==> config.mk <==
export PLATFORM = sky130hd
export DESIGN_NAME = mac_feeder
export DESIGN_NICKNAME = d
export VERILOG_FILES = /design/src/rtl/mac_feeder_pkg.sv /design/src/rtl/mac_feeder_wdog.sv /design/src/rtl/mac_feeder.sv
export SDC_FILE = /design/constraint.sdc
export NUM_CORES = 1
export LEC_CHECK = 0
export BUFFER_PORTS_ARGS = -buffer_cell sky130_fd_sc_hd__clkbuf_2
export CAP_MARGIN = 30
export CORE_MARGIN = 2
export CORE_UTILIZATION = 40
export CTS_BUF_LIST = sky130_fd_sc_hd__clkbuf_16
export DETAILED_ROUTE_END_ITERATION = 8
export PLACE_DENSITY_LB_ADDON = 0.25
export RECOVER_POWER = 25
export SETUP_SLACK_MARGIN = 0.4
export SLEW_MARGIN = 20
export SYNTH_ARGS = -nofsm -noshare
export SYNTH_HDL_FRONTEND = slang
export SYNTH_HIERARCHICAL = 1
export SYNTH_SLANG_ARGS = --single-unit
export TNS_END_PERCENT = 100
==> constraint.sdc <==
create_clock -name clk -period 3.95 [get_ports clk]
set_clock_uncertainty 0.2 [all_clocks]
set_input_delay 0.395 -clock clk [delete_from_list [all_inputs] [get_ports clk]]
set_output_delay 0.395 -clock clk [all_outputs]
set_load 0.02 [all_outputs]
==> src/rtl/mac_feeder_pkg.sv <==
// mac_feeder_pkg
// Shared constants and the control-state type for the MAC operand feeder.
// The geometry is 8 elements of 16 bits for both operand vectors, and a
// 32-bit accumulator result.
package mac_feeder_pkg;

   localparam int N_ELEM = 8;
   localparam int ELEM_W = 16;
   localparam int ACC_W  = 32;
   // Word index covers 2*N_ELEM transfers per frame (data then coefficients).
   localparam int IDX_W  = 4;

   typedef enum logic [1:0] {
      ST_LOAD   = 2'd0,
      ST_RUN    = 2'd1,
      ST_RESULT = 2'd2
   } state_t;

endpackage

==> src/rtl/mac_feeder_wdog.sv <==
// mac_feeder_wdog
// Loadable up-counter used as the RUN watchdog.
// Ports:
//   clk       clock, rising edge
//   reset     synchronous active-low reset (clears the count)
//   load      load load_val this cycle (takes priority over enable)
//   load_val  value loaded on load
//   enable    count up by one this cycle
//   terminal  high in the enabled cycle whose count is TIMEOUT-1, i.e. the
//             cycle in which the watchdog reaches TIMEOUT counted cycles
module mac_feeder_wdog #(
   parameter int TIMEOUT = 64,
   parameter int CNT_W   = $clog2(TIMEOUT + 1)
) (
   input  logic             clk,
   input  logic             reset,
   input  logic             load,
   input  logic [CNT_W-1:0] load_val,
   input  logic             enable,
   output logic             terminal
);

   logic [CNT_W-1:0] count_reg;

   always_ff @(posedge clk) begin
      if (!reset) begin
         count_reg <= '0;
      end else if (load) begin
         count_reg <= load_val;
      end else if (enable) begin
         count_reg <= count_reg + 1'b1;
      end
   end

   // The owner leaves RUN on terminal, so the count never runs past TIMEOUT-1.
   assign terminal = enable && (count_reg == CNT_W'(TIMEOUT - 1));

endmodule

==> src/rtl/mac_feeder.sv <==
// mac_feeder
// Collects one frame of 8 data words followed by 8 coefficient words from a
// valid/ready stream, presents them to an alu_mac, lets it compute, and
// returns its result (or a timeout error) through a valid/ready result port.
// Ports:
//   clk, reset           clock; synchronous active-low reset
//   in_valid/in_ready    operand word handshake, in_data the 16-bit word
//   d, cmem              flattened 8x16 data / coefficient vectors to alu_mac
//   mac_reset            active-high hold for alu_mac (low only in RUN)
//   mac_out, mac_done    alu_mac result and completion
//   res_valid/res_ready  result handshake; res_data result, res_err timeout
module mac_feeder
   import mac_feeder_pkg::*;
#(
   parameter int TIMEOUT = 64
) (
   input  logic                     clk,
   input  logic                     reset,
   input  logic                     in_valid,
   output logic                     in_ready,
   input  logic [ELEM_W-1:0]        in_data,
   output logic [N_ELEM*ELEM_W-1:0] d,
   output logic [N_ELEM*ELEM_W-1:0] cmem,
   output logic                     mac_reset,
   input  logic [ACC_W-1:0]         mac_out,
   input  logic                     mac_done,
   output logic                     res_valid,
   input  logic                     res_ready,
   output logic [ACC_W-1:0]         res_data,
   output logic                     res_err
);

   localparam int WD_W = $clog2(TIMEOUT + 1);

   state_t             state_reg, state_next;
   logic [IDX_W-1:0]   idx_reg;
   logic               done_prev_reg;
   logic [ACC_W-1:0]   res_data_reg;
   logic               res_err_reg;

   logic               xfer;
   logic               last_word;
   logic               done_edge;
   logic               wd_terminal;

   assign xfer      = in_valid && in_ready;
   assign last_word = xfer && (idx_reg == IDX_W'(2 * N_ELEM - 1));
   assign done_edge = mac_done && !done_prev_reg;

   // Watchdog is zeroed by the transfer that enters RUN, then counts RUN cycles.
   mac_feeder_wdog #(
      .TIMEOUT (TIMEOUT),
      .CNT_W   (WD_W)
   ) u_wdog (
      .clk      (clk),
      .reset    (reset),
      .load     (last_word),
      .load_val ('0),
      .enable   (state_reg == ST_RUN),
      .terminal (wd_terminal)
   );

   // State register
   always_ff @(posedge clk) begin
      if (!reset) begin
         state_reg <= ST_LOAD;
      end else begin
         state_reg <= state_next;
      end
   end

   // Next-state logic; a done edge and a watchdog expiry both leave RUN, and
   // the result capture below gives the done edge priority.
   always_comb begin
      state_next = state_reg;
      case (state_reg)
         ST_LOAD:   if (last_word)                 state_next = ST_RUN;
         ST_RUN:    if (done_edge || wd_terminal)  state_next = ST_RESULT;
         ST_RESULT: if (res_ready)                 state_next = ST_LOAD;
         default:                                  state_next = ST_LOAD;
      endcase
   end

   // Outputs decoded from state; in_ready is also gated by reset so nothing
   // is accepted while reset is held.
   always_comb begin
      in_ready  = reset && (state_reg == ST_LOAD);
      mac_reset = (state_reg != ST_RUN);
      res_valid = (state_reg == ST_RESULT);
   end

   // Word index, done-edge history and result capture
   always_ff @(posedge clk) begin
      if (!reset) begin
         idx_reg       <= '0;
         done_prev_reg <= 1'b0;
         res_data_reg  <= '0;
         res_err_reg   <= 1'b0;
      end else begin
         done_prev_reg <= mac_done;
         // 4-bit index wraps 15 -> 0 on the last word, starting the next frame at 0.
         if (xfer) begin
            idx_reg <= idx_reg + 1'b1;
         end
         if (state_reg == ST_RUN) begin
            if (done_edge) begin
               res_data_reg <= mac_out;
               res_err_reg  <= 1'b0;
            end else if (wd_terminal) begin
               res_data_reg <= '0;
               res_err_reg  <= 1'b1;
            end
         end
      end
   end

   assign res_data = res_data_reg;
   assign res_err  = res_err_reg;

   // Operand storage: element gi takes word gi (data) and word gi+N_ELEM
   // (coefficient). Writes only happen on transfers, so RUN/RESULT hold them.
   genvar gi;
   generate
      for (gi = 0; gi < N_ELEM; gi++) begin : g_elem
         logic [ELEM_W-1:0] d_elem_reg;
         logic [ELEM_W-1:0] c_elem_reg;

         always_ff @(posedge clk) begin
            if (!reset) begin
               d_elem_reg <= '0;
               c_elem_reg <= '0;
            end else if (xfer) begin
               if (idx_reg == IDX_W'(gi)) begin
                  d_elem_reg <= in_data;
               end
               if (idx_reg == IDX_W'(gi + N_ELEM)) begin
                  c_elem_reg <= in_data;
               end
            end
         end

         assign d[gi*ELEM_W +: ELEM_W]    = d_elem_reg;
         assign cmem[gi*ELEM_W +: ELEM_W] = c_elem_reg;
      end
   endgenerate

endmodule

# Word level (Yosys, flattened, before mapping)
# Cells that the tools add are included.
# word_totals
reg_bits,303
in_bits,53
# op_classes
n_eq_ne,22
mux,8
bitwise_logic,1
reduce_logical,29
addsub,2
# ops
cell,n
$mux 32,2
$reduce_and 2->1,17
$eq 4x4->1 const B,8
$eq 4x3->1 const B,4
$eq 4x2->1 const B,2
$add 7x1->7 const B,1
$eq 7x6->1 const B,1
$mux 2,3
$pmux 2 s3,1
$logic_and 1x1->1,5
$add 4x1->4 const B,1
$eq 4x1->1 const B,1
$logic_not 4->1,1
$ne 2x1->1 const B,2
$ne 2x2->1 const B,2
$reduce_and 3->1,1
$eq 2x1->1 const B,1
$eq 2x2->1 const B,1
$logic_not 2->1,1
$mux 1,2
$reduce_bool 2->1,1
$reduce_or 2->1,1
$logic_not 1->1,1
$logic_or 1x1->1,1
$not 1->1,1

# Depth between registers and ports, before layout
# logic_depth
depth_word,6
mapped_depth,10
ltp_nobuf,6

# Cells and area by module
# The synthesis kept the hierarchy.
# modules_own_cells
mod,seq_area_each_um2,area_per_inst_um2,cells_each,n_inst
mac_feeder,5925.7,11004.3,1097,1
mac_feeder_wdog,140.1,392.9,43,1

# Worst setup path after synthesis
# No wires, ideal clock.
# synth_path
kind,input -> register
startpoint,input in_valid
endpoint,register u_wdog.count_reg[5]
n_path_buf,4
path_slack_ns,1.795
required_ns,3.624
stages,9
arrival_ns,1.829
cell_sequence,and4bb_2 -> buf_6 -> nand4_1 -> buf_2 -> buf_6 -> inv_1 -> buf_2 -> nor4b_1 -> nor3b_1
# synth_between
elab_chain_cells,3
# synth_lines
item,line_no,source
start: declaration,mac_feeder.sv:19,"input logic in_valid,"
$logic_and 1x1->1,mac_feeder.sv:46,assign xfer = in_valid && in_ready;
$logic_and 1x1->1,mac_feeder.sv:47,assign last_word = xfer && (idx_reg == IDX_W'(2 * N_ELEM - 1));
net last_word,mac_feeder.sv:42,logic last_word;
$reduce_or 2->1 (no source line),n/a,
end signal: assignment,mac_feeder_wdog.sv:29,count_reg <= load_val;
end signal: assignment,mac_feeder_wdog.sv:31,count_reg <= count_reg + 1'b1;
end: declaration,mac_feeder_wdog.sv:23,logic [CNT_W-1:0] count_reg;
# The timed path passes the listed nets, and every way through them passes these cells.
# A chain may end at the register's enable or synchronous reset.

# Final worst setup path
# layout_path
startpoint,register state_reg[0]
endpoint,register g_elem[4].d_elem_reg[15]
# layout_between
elab_chain_cells,4
# layout_lines
item,line_no,source
start: declaration,mac_feeder.sv:35,"state_t state_reg, state_next;"
start signal: assignment,mac_feeder.sv:68,state_reg <= state_next;
$logic_not 2->1,mac_feeder.sv:87,in_ready = reset && (state_reg == ST_LOAD);
$logic_and 1x1->1,mac_feeder.sv:87,
$logic_and 1x1->1,mac_feeder.sv:46,
$reduce_and 2->1 (no source line),n/a,
end signal: assignment,mac_feeder.sv:134,d_elem_reg <= in_data;
end: declaration,mac_feeder.sv:125,logic [ELEM_W-1:0] d_elem_reg;
# No other way between the ends.

==> metrics.txt <==
multi-input logic area 4870 um^2; met1 usage 0.280; GRT Util Overall 0.222; clk slew on worst S/H paths 0.06 ns; final hold violations 0; critical setup path kind register to register; Initial Utilization 0.408; minimum clock period 3.14 ns; worst hold path class input pin to register; Main synth FF type dfxtp_1; vias in the first global route 9015; crit share post-route 0.794; Crit path required time 4.21 ns; vias per inst 4.88; clk_lat worst skew 0.55 ns; ANT cells 0; fmax 0.319 GHz; DRT antenna net count 0; IO buf count 344; relative slew slack 0.327; number of flops mapped to enable cells by yosys 0; share of post-route cells with drive strength above 1 0.182; Cell variety after synth 39; arrival time at the worst endpoint 3.39 ns; slowest CP cell clkbuf_1; global route overflow 0; H-tree levels 1; core box area 27900 um^2; DR pass1 iterations 5; Worst path depth 4; FF-to-FF path depth 4; CP max stage delay 0.80 ns; register area share after synthesis 0.532; CP Launch Type register; DR vias 9230; final core occ 0.519; FILL cells 2646; Die X-Extent 173 um; DR DRC count 0; RSZ-0062 raised after global routing no; DR WL/cell 18.3 um; CP Max Fanout 16; met3 usage 0.0455; Post-DP HPWL 23000 um; first-pass GRT wire length 52700 um; Sequential Power Share 0.506; root buf cell clkbuf_16; critical-path cell list and4bb_1 > clkbuf_1 > nand3_2 > mux2i_1; num rows 61; met2 Usage GRT 0.385; Max VDD drop 0.000283 V; synth warn 6; Area Growth Syn to Fin 27.2%; worst-case clock buffer depth 3; CTS tree done; Buf+Inv Stages, Crit Path 1; Crit. End Element register; # IOs 345; synthesized area 11400 um^2; gr busiest metal met2; Int Power 4.67 mW; initial antenna violation count 0; clock network fraction of total power 0.440; Mapped Cells 1140; DP Area 13400 um^2; design area 14500 um^2; max cap viols 0; FFs w/ async S/R, synth 0; die height 173 um; register area 6070 um^2; leakage 6.94 nW; family with the most delay on the worst path simple AND/OR/NAND/NOR gates; Final Max Tran Viols 0; combinational share of power 0.054; total net switching power 1.44 mW; Worst Tran Pin Value 1.01 ns; DR iter-0 viols 441; Final setup viols 0; NumNets Final 1545; Clock Sinks 303; Mapped Avg Cell Area 10.0 um^2; Net Sw Frac 0.236; Die ar. 29900 um^2; power per cell area 421 nW/um^2; largest net degree at the start of global routing 98; hold depth 2; final wirelength 34600 um; setup TNS 0 ns; gpl congestion 0.796; CTS buffer count 31; status completed; #FFs+latches synth 303
## worst paths after layout
check,startpoint,endpoint,slack (ns)
max,state_reg[0],g_elem[4].d_elem_reg[15],0.81
max reg2reg,state_reg[0],g_elem[4].d_elem_reg[15],0.81
min,reset,state_reg[1],0.12
min reg2reg,g_elem[4].c_elem_reg[1],g_elem[4].c_elem_reg[1],0.25
## power groups by stage
stage / registers [mW] / logic, mW / clock network [mW]
floorplan: 3.18 / 0.151 / 0
global placement: 3.16 / 0.290 / 0
detailed placement: 3.16 / 0.303 / 0
CTS: 3.09 / 0.329 / 2.73
global route: 3.09 / 0.350 / 2.87
finish: 3.09 / 0.329 / 2.69
## metrics by stage
step | worst slack (ns) | cells | hold slack (ns) | power [mW]
2_1_floorplan | 1.80 | 1146 | 0.282 | 3.33
3_3_place_gp | 1.23 | 1790 | 0.243 | 3.45
3_5_place_dp | 1.17 | 1795 | 0.247 | 3.46
4_1_cts | 0.855 | 1887 | 0.106 | 6.15
5_1_grt | 0.635 | 1890 | 0.112 | 6.31
6_report | 0.812 | 1890 | 0.122 | 6.11
## kinds of logic (layout without fill, tap and decap cells)
family / after synthesis / count (layout) / synth area share
DFF: 303 / 303 / 0.532
adders and majority gates: 5 / 5 / 0.00549
xor gates and xnor gates: 4 / 4 / 0.00307
AOI/OAI and AO/OA: 49 / 49 / 0.0271
and+or+nand+nor: 421 / 421 / 0.161
buffers and inverters: 98 / 464 / 0.0436
other: 1 / 7 / 0.000329
muxes: 259 / 259 / 0.227
## cell usage after synthesis, types with 2 or more instances
cell      instances  share of area
buf_2             7         0.0031
and2_1            3         0.0016
xnor2_1           2         0.0015
buf_4             9         0.0059
o21ai_0           6         0.0026
o21a_1            2         0.0013
clkinv_1          2        0.00066
dfxtp_1         303           0.53
and4_1            3         0.0023
nand3_4           4         0.0061
xor2_1            2         0.0015
ha_1              5         0.0055
nand2b_1          5         0.0027
a31oi_1          32          0.018
nor2b_1           5         0.0027
nor2_1            3        0.00099
inv_1             5         0.0016
nand3_2           8         0.0070
nand3_1          33          0.014
nand4_1           4         0.0022
nand2_1         347           0.11
a21oi_1           4         0.0018
mux2i_1         259           0.23
clkbuf_1         63          0.021
buf_6            10         0.0099
## repair_timing
action / CTS / global route
setup buffers: 0 / 0
gates resized for setup: 0 / 0
hold buffers: 34 / 0
endpoints found under the hold margin: 34 / 0
endpoints found under the setup margin: 0 / 0
## final cells by class
| cell class | count | share of cell area |
|---|---|---|
| Clock buffer | 31 | 0.0535 |
| Multi-Input combinational cell | 745 | 0.336 |
| Sequential cell | 303 | 0.418 |
| Timing Repair Buffer | 399 | 0.147 |
| Inverter | 7 | 0.00181 |
| Clock inverter | 27 | 0.0102 |
| Tap cell | 378 | 0.0326 |
## worst register-to-register path: cells and delay by family (launching register included)
family / cells / cell delay (ns)
and+or+nand+nor: 2 / 1.31
muxes: 1 / 0.37
buffers and inverters: 1 / 0.81
DFF: 1 / 0.36
## routing by layer
metal	wire length, um	up-vias
met5	0	-
met4	858	0
met3	2210	51
met2	16700	317
met1	14800	4373
li1	-	4489
## placed cells by master (no fill, tap or decap), types with 7 or more instances in the layout
master         count
conb_1             7
clkbuf_2         197
clkbuf_1         147
dlygate4sd3_1     34
nand2_1          347
nand3_2            8
nand3_1           33
dfxtp_1          303
buf_4             12
mux2i_1          259
clkinv_1          12
clkbuf_16         31
a31oi_1           32
inv_1             12
No activity file was read; power rests on OpenSTA's default activity.
